[config.mk]
export PLATFORM = sky130hd
export DESIGN_NAME = sti_dac_packer
export DESIGN_NICKNAME = d
export VERILOG_FILES = /design/src/rtl/sti_dac_pkg.sv /design/src/rtl/sti_dac_addr_map.sv /design/src/rtl/sti_dac_packer.sv
export SDC_FILE = /design/constraint.sdc
export NUM_CORES = 1
export LEC_CHECK = 0
export BUFFER_PORTS_ARGS = -buffer_cell sky130_fd_sc_hd__buf_2
export CORE_ASPECT_RATIO = 1.2
export CORE_MARGIN = 3
export CORE_UTILIZATION = 45
export CTS_BUF_LIST = sky130_fd_sc_hd__clkbuf_4
export CTS_CLUSTER_SIZE = 28
export DETAILED_ROUTE_END_ITERATION = 8
export GPL_ROUTABILITY_DRIVEN = 1
export GPL_TIMING_DRIVEN = 0
export PLACE_DENSITY_LB_ADDON = 0.15
export SLEW_MARGIN = 5
export SYNTH_ARGS = -nofsm -noshare
export SYNTH_HDL_FRONTEND = slang
export SYNTH_SLANG_ARGS = --single-unit
[constraint.sdc]
create_clock -name clk -period 2.4 [get_ports clk]
set_input_delay 0.36 -clock clk [delete_from_list [all_inputs] [get_ports clk]]
set_output_delay 0.36 -clock clk [all_outputs]
set_load 0.03 [all_outputs]
[src/rtl/sti_dac_pkg.sv]
// Shared types and constants for the serial-to-pixel-RAM packer.
// The index-to-location mapping lives here so every user applies the same checkerboard layout.
package sti_dac_pkg;

    localparam int BYTE_W   = 8;
    localparam int IMG_LOG2 = 8;
    localparam int BANK_AW  = IMG_LOG2 - 2;
    localparam int IMG_SIZE = 1 << IMG_LOG2;
    localparam int IDX_W    = IMG_LOG2 + 1;

    typedef logic [IDX_W-1:0] idx_t;

    typedef enum logic [1:0] {
        COLLECT = 2'd0,
        FILL    = 2'd1,
        DONE    = 2'd2
    } state_e;

    typedef struct packed {
        logic [1:0]         bank;
        logic [BANK_AW-1:0] addr;
    } mem_loc_t;

    // Row parity and column parity select the bank; the remaining row/column bits form the address.
    function automatic mem_loc_t map_index(input logic [IMG_LOG2-1:0] n);
        mem_loc_t loc;
        loc.bank = {n[4], n[0]};
        loc.addr = {n[7:5], n[3:1]};
        return loc;
    endfunction

endpackage

[src/rtl/sti_dac_addr_map.sv]
// Pure combinational mapping of a linear pixel index onto the 4-bank checkerboard memory.
module sti_dac_addr_map
    import sti_dac_pkg::*;
(
    input  logic [IMG_LOG2-1:0] n,
    output logic [1:0]          bank,
    output logic [BANK_AW-1:0]  addr
);

    mem_loc_t loc;

    always_comb begin
        loc = map_index(n);
    end

    assign bank = loc.bank;
    assign addr = loc.addr;

endmodule

[src/rtl/sti_dac_packer.sv]
// Packs the serial bit stream MSB-first into bytes, writes them into the checkerboard pixel RAMs,
// then zero-fills the rest of the image. Optional macro STI_DAC_WR_COUNT_EN adds the data_cnt output.
module sti_dac_packer
    import sti_dac_pkg::*;
(
    input  logic               clk,
    input  logic               rst,
    input  logic               so_valid,
    input  logic               so_data,
    input  logic               pi_end,
    output logic               mem_wr,
    output logic [1:0]         mem_bank,
    output logic [BANK_AW-1:0] mem_addr,
    output logic [BYTE_W-1:0]  mem_data,
    output logic               done
`ifdef STI_DAC_WR_COUNT_EN
    ,
    output logic [IDX_W-1:0]   data_cnt
`endif
);

    localparam idx_t LAST_N = idx_t'(IMG_SIZE - 1);
    localparam idx_t N_ONE  = idx_t'(1);

    state_e             state_q, state_d;
    logic [BYTE_W-1:0]  sr_q, sr_d;
    logic [2:0]         bit_cnt_q, bit_cnt_d;
    idx_t               n_q, n_d;
    logic               end_seen_q, end_seen_d;
    logic               mem_wr_q, mem_wr_d;
    logic [1:0]         mem_bank_q, mem_bank_d;
    logic [BANK_AW-1:0] mem_addr_q, mem_addr_d;
    logic [BYTE_W-1:0]  mem_data_q, mem_data_d;
    logic               done_q, done_d;

    logic [1:0]         map_bank;
    logic [BANK_AW-1:0] map_addr;
    logic               accept;
    logic [BYTE_W-1:0]  pad_data;

    sti_dac_addr_map u_addr_map (
        .n    (n_q[IMG_LOG2-1:0]),
        .bank (map_bank),
        .addr (map_addr)
    );

    // A bit coinciding with pi_end is already past the end of the stream.
    assign accept   = so_valid && !end_seen_q && !pi_end;
    assign pad_data = sr_q << (4'd8 - {1'b0, bit_cnt_q});

    always_comb begin
        state_d    = state_q;
        sr_d       = sr_q;
        bit_cnt_d  = bit_cnt_q;
        n_d        = n_q;
        end_seen_d = end_seen_q;
        mem_wr_d   = 1'b0;
        mem_bank_d = mem_bank_q;
        mem_addr_d = mem_addr_q;
        mem_data_d = mem_data_q;
        done_d     = done_q || (state_q == DONE);

        case (state_q)
            COLLECT: begin
                if (pi_end) begin
                    end_seen_d = 1'b1;
                end
                if (end_seen_q) begin
                    // Flush the partial byte, or start the zero fill right away when none is pending.
                    mem_wr_d   = 1'b1;
                    mem_bank_d = map_bank;
                    mem_addr_d = map_addr;
                    mem_data_d = (bit_cnt_q != 3'd0) ? pad_data : '0;
                    n_d        = n_q + N_ONE;
                    bit_cnt_d  = 3'd0;
                    state_d    = (n_q == LAST_N) ? DONE : FILL;
                end else if (accept) begin
                    sr_d      = {sr_q[BYTE_W-2:0], so_data};
                    bit_cnt_d = bit_cnt_q + 3'd1;
                    if (bit_cnt_q == 3'd7) begin
                        mem_wr_d   = 1'b1;
                        mem_bank_d = map_bank;
                        mem_addr_d = map_addr;
                        mem_data_d = {sr_q[BYTE_W-2:0], so_data};
                        n_d        = n_q + N_ONE;
                        if (n_q == LAST_N) begin
                            state_d = DONE;
                        end
                    end
                end
            end

            FILL: begin
                mem_wr_d   = 1'b1;
                mem_bank_d = map_bank;
                mem_addr_d = map_addr;
                mem_data_d = '0;
                n_d        = n_q + N_ONE;
                if (n_q == LAST_N) begin
                    state_d = DONE;
                end
            end

            DONE: begin
            end

            default: begin
                state_d = COLLECT;
            end
        endcase
    end

    always_ff @(posedge clk or posedge rst) begin
        if (rst) begin
            state_q    <= COLLECT;
            sr_q       <= '0;
            bit_cnt_q  <= '0;
            n_q        <= '0;
            end_seen_q <= 1'b0;
            mem_wr_q   <= 1'b0;
            mem_bank_q <= '0;
            mem_addr_q <= '0;
            mem_data_q <= '0;
            done_q     <= 1'b0;
        end else begin
            state_q    <= state_d;
            sr_q       <= sr_d;
            bit_cnt_q  <= bit_cnt_d;
            n_q        <= n_d;
            end_seen_q <= end_seen_d;
            mem_wr_q   <= mem_wr_d;
            mem_bank_q <= mem_bank_d;
            mem_addr_q <= mem_addr_d;
            mem_data_q <= mem_data_d;
            done_q     <= done_d;
        end
    end

    assign mem_wr   = mem_wr_q;
    assign mem_bank = mem_bank_q;
    assign mem_addr = mem_addr_q;
    assign mem_data = mem_data_q;
    assign done     = done_q;

`ifdef STI_DAC_WR_COUNT_EN
    localparam idx_t CNT_MAX = idx_t'(IMG_SIZE);

    idx_t data_cnt_q, data_cnt_d;
    logic collect_wr;

    // Zero-fill writes issued from COLLECT (no partial byte pending) are not data writes.
    assign collect_wr = mem_wr_d && (state_q == COLLECT) &&
                        !(end_seen_q && (bit_cnt_q == 3'd0));

    always_comb begin
        data_cnt_d = data_cnt_q;
        if (collect_wr && (data_cnt_q != CNT_MAX)) begin
            data_cnt_d = data_cnt_q + N_ONE;
        end
    end

    always_ff @(posedge clk or posedge rst) begin
        if (rst) begin
            data_cnt_q <= '0;
        end else begin
            data_cnt_q <= data_cnt_d;
        end
    end

    assign data_cnt = data_cnt_q;
`endif

endmodule

==> reports/qor.csv <==
metric,value,unit
Max-Slew Margin vs Limit,43.8,%
die area,5340,sq um
GR Util met3,4.08,%
type of destination of the critical path,flop,
Netlist cell types,34,
DR pass1 iterations,4,
final setup vio count,0,
latest clock arrival within the worst-skew pair,0.36,ns
layout cells sized above 1,23.1,%
CP max FO,10,
Initial Util,47.1,%
syn avg cell area,10.9,sq um
max-cap viol count,0,
Die Y,79.4,um
fin. max-slew vios,0,
via count,1479,
CTS Buf Count,5,
Core ar.,4290,sq um
DRC violations left,0,
crit share post-route,90.0,%
Setup Skew,0.0201,ns
DRT antenna net count,0,
largest vdd supply drop,0.326,mV
Die X,67.2,um
I/O Buffers,22,
initial antenna violation count,0,
fillers,433,
DP Area,2200,sq um
pin count of the biggest net entering global routing,42,
post-synth top area cell,dfrtp_1,
num ports,23,
HP Class,in2async,
r2r setup slk,0.24,ns
ys flop type,dfrtp_1,
DR WL/cell,14.3,um
most common cell in the netlist,nand2_1,
busiest metal layer after global routing,met2,
post-layout min period,2.16,ns
GRT Resource Usage Total,17.0,%
Tot Pwr,1.07,mW
sequential share of the synthesized area,50.7,%
Sink Count,41,
"top cells by count, synth","44 x nand2_1, 41 x dfrtp_1, 9 x mux2_2",
critical path class,reg2reg,
met1 GRT Util,23.9,%
Cell Rows,26,
final hold viol count,0,
worst r2r src,bit_cnt_q[0],
post-DR vias/cell,5.44,
FF-to-FF End,mem_data[6],
Static Leakage,1.13,nW
Hold Buf Count CTS,0,
"Arr. time, crit path",2.42,ns
1st-iter DRT viols,75,
Placer Congestion,0.742,
number of synthesized register bits,41,
Area contributors post-synth,"dfrtp_1 51%, nand2_1 8.2%, mux2_2 5.0%, ha_1 4.3%, mux4_1 3.9%",
CTS root buffer,clkbuf_4,
n_diodes,0,
"Data required, critical path",2.66,ns
syn_nets,198,
global-route wire length before repair,6870,um
Async SR Flop Fraction,100,%
status,completed,
Cell Pwr Density,474,nW/um^2
met2 usage in global routing,24.4,%
post-CTS setup buffer count,0,
setup tns final,0,ns
mapped cell area,2020,sq um
Routed WL,3890,um
remaining global-route overflow,0,
Fmax,0.463,GHz
Slew @ Worst Pin,0.842,ns
post_cts resized,0,
post-DP HPWL,2740,um
H-Tree Depth,2,
synth warn,0,
"Design Area, Final",2260,sq um
Area growth syn-to-layout,11.9,%
FF-to-FF path depth,8,
number of synthesized flops with an enable pin,0,
CP Launch Type,flop,
CTS tree,yes,
Mapped Cells,186,
vias in the first global route,1415,
Clock transition at path regs,0.14,ns
Final nets,227,
maximum root-to-sink buffer count,2,
top cell type's share of synthesized area,50.7,%
RSZ-0062 raised after global routing,false,
==> worst max path at each step <==
stage                             from     endpoint  slack [ns]  depth (start not counted)
after floorplan           bit_cnt_q[0]  mem_data[7]        0.47                          7
after global placement    bit_cnt_q[0]  mem_data[7]        0.30                          7
after global routing      bit_cnt_q[0]  mem_data[4]         0.1                          8
after detailed placement  bit_cnt_q[0]  mem_data[7]        0.28                          7
after CTS                 bit_cnt_q[0]  mem_data[7]        0.23                          7
final                     bit_cnt_q[0]  mem_data[6]        0.24                          8
==> layout by cell type, fill, tap and decap left out, types with 3 or more instances in the layout <==
cell type,instances
dfrtp_1,41
buf_2,27
ha_1,7
nor3_1,5
xnor2_1,4
a22o_1,3
nand2b_1,4
o21ai_0,6
a21oi_1,3
clkbuf_4,5
mux2_2,9
mux4_1,3
inv_1,7
xor2_1,3
mux2i_1,4
nor2_1,7
nand3_1,3
nand2_1,44
a22oi_1,8
==> through the flow <==
stage,utilization [%],hold slack [ns],cells,setup slack [ns]
2_1_floorplan,-,0.450,186,0.467
3_3_place_gp,51.3,0.446,264,0.303
3_5_place_dp,51.3,0.450,264,0.276
4_1_cts,52.7,0.165,272,0.232
5_1_grt,52.7,0.215,272,0.0960
6_report,52.7,0.151,272,0.241
==> worst max-delay path: stages, from the launching register on <==
cell and delay, ns:
dfrtp_1 0.40, buf_6 0.16, inv_1 0.09, ha_1 0.21
ha_1 0.34, nand2_1 0.07, nor3_1 0.40, a22oi_1 0.17
a22oi_1 0.22
==> cells by family (layout without fill, tap and decap cells) <==
| group | after synthesis | count (layout) | share of synthesized area, % |
|---|---|---|---|
| compound gates | 26 | 26 | 8.66 |
| xor+xnor | 7 | 7 | 3.03 |
| fa+ha+maj | 7 | 7 | 4.33 |
| buf+inv | 16 | 46 | 3.65 |
| flops | 41 | 41 | 50.7 |
| mux | 17 | 17 | 12.0 |
| simple gates | 72 | 72 | 17.6 |
==> state kept, by name, indices dropped and copies added, names as in the netlist <==
register / cells
n_q: 9
mem_data: 8
sr_q: 8
mem_addr: 6
bit_cnt_q: 3
mem_bank: 2
state_q: 2
done: 1
end_seen_q: 1
mem_wr: 1
==> metal layers <==
layer	up-vias	routed length (um)
met5	-	0
met4	0	72
met3	6	153
met2	33	1760
met1	735	1900
li1	705	-
==> power by group <==
group	internal (mW)	leakage, nW	total (mW)	switching (mW)
Combinational	0.00528	0.611	0.0227	0.0174
Clock	0.116	0.0352	0.357	0.241
Sequential	0.691	0.489	0.692	0.00106
Total	0.813	1.13	1.07	0.259
==> layout make-up <==
type                            instances  area (sq um)  share of cell area (%)
Clock inverter                          3          22.5                   0.996
Buffer                                  8          43.8                    1.94
Inverter                                8          30.0                    1.33
Timing Repair Buffer                   22           110                    4.87
Clock buffer                            5          37.5                    1.66
Tap cell                               56          70.1                    3.10
Multi-Input combinational cell        129           922                    40.8
Sequential cell                        41          1030                    45.4
No activity file was read; power rests on OpenSTA's default activity.
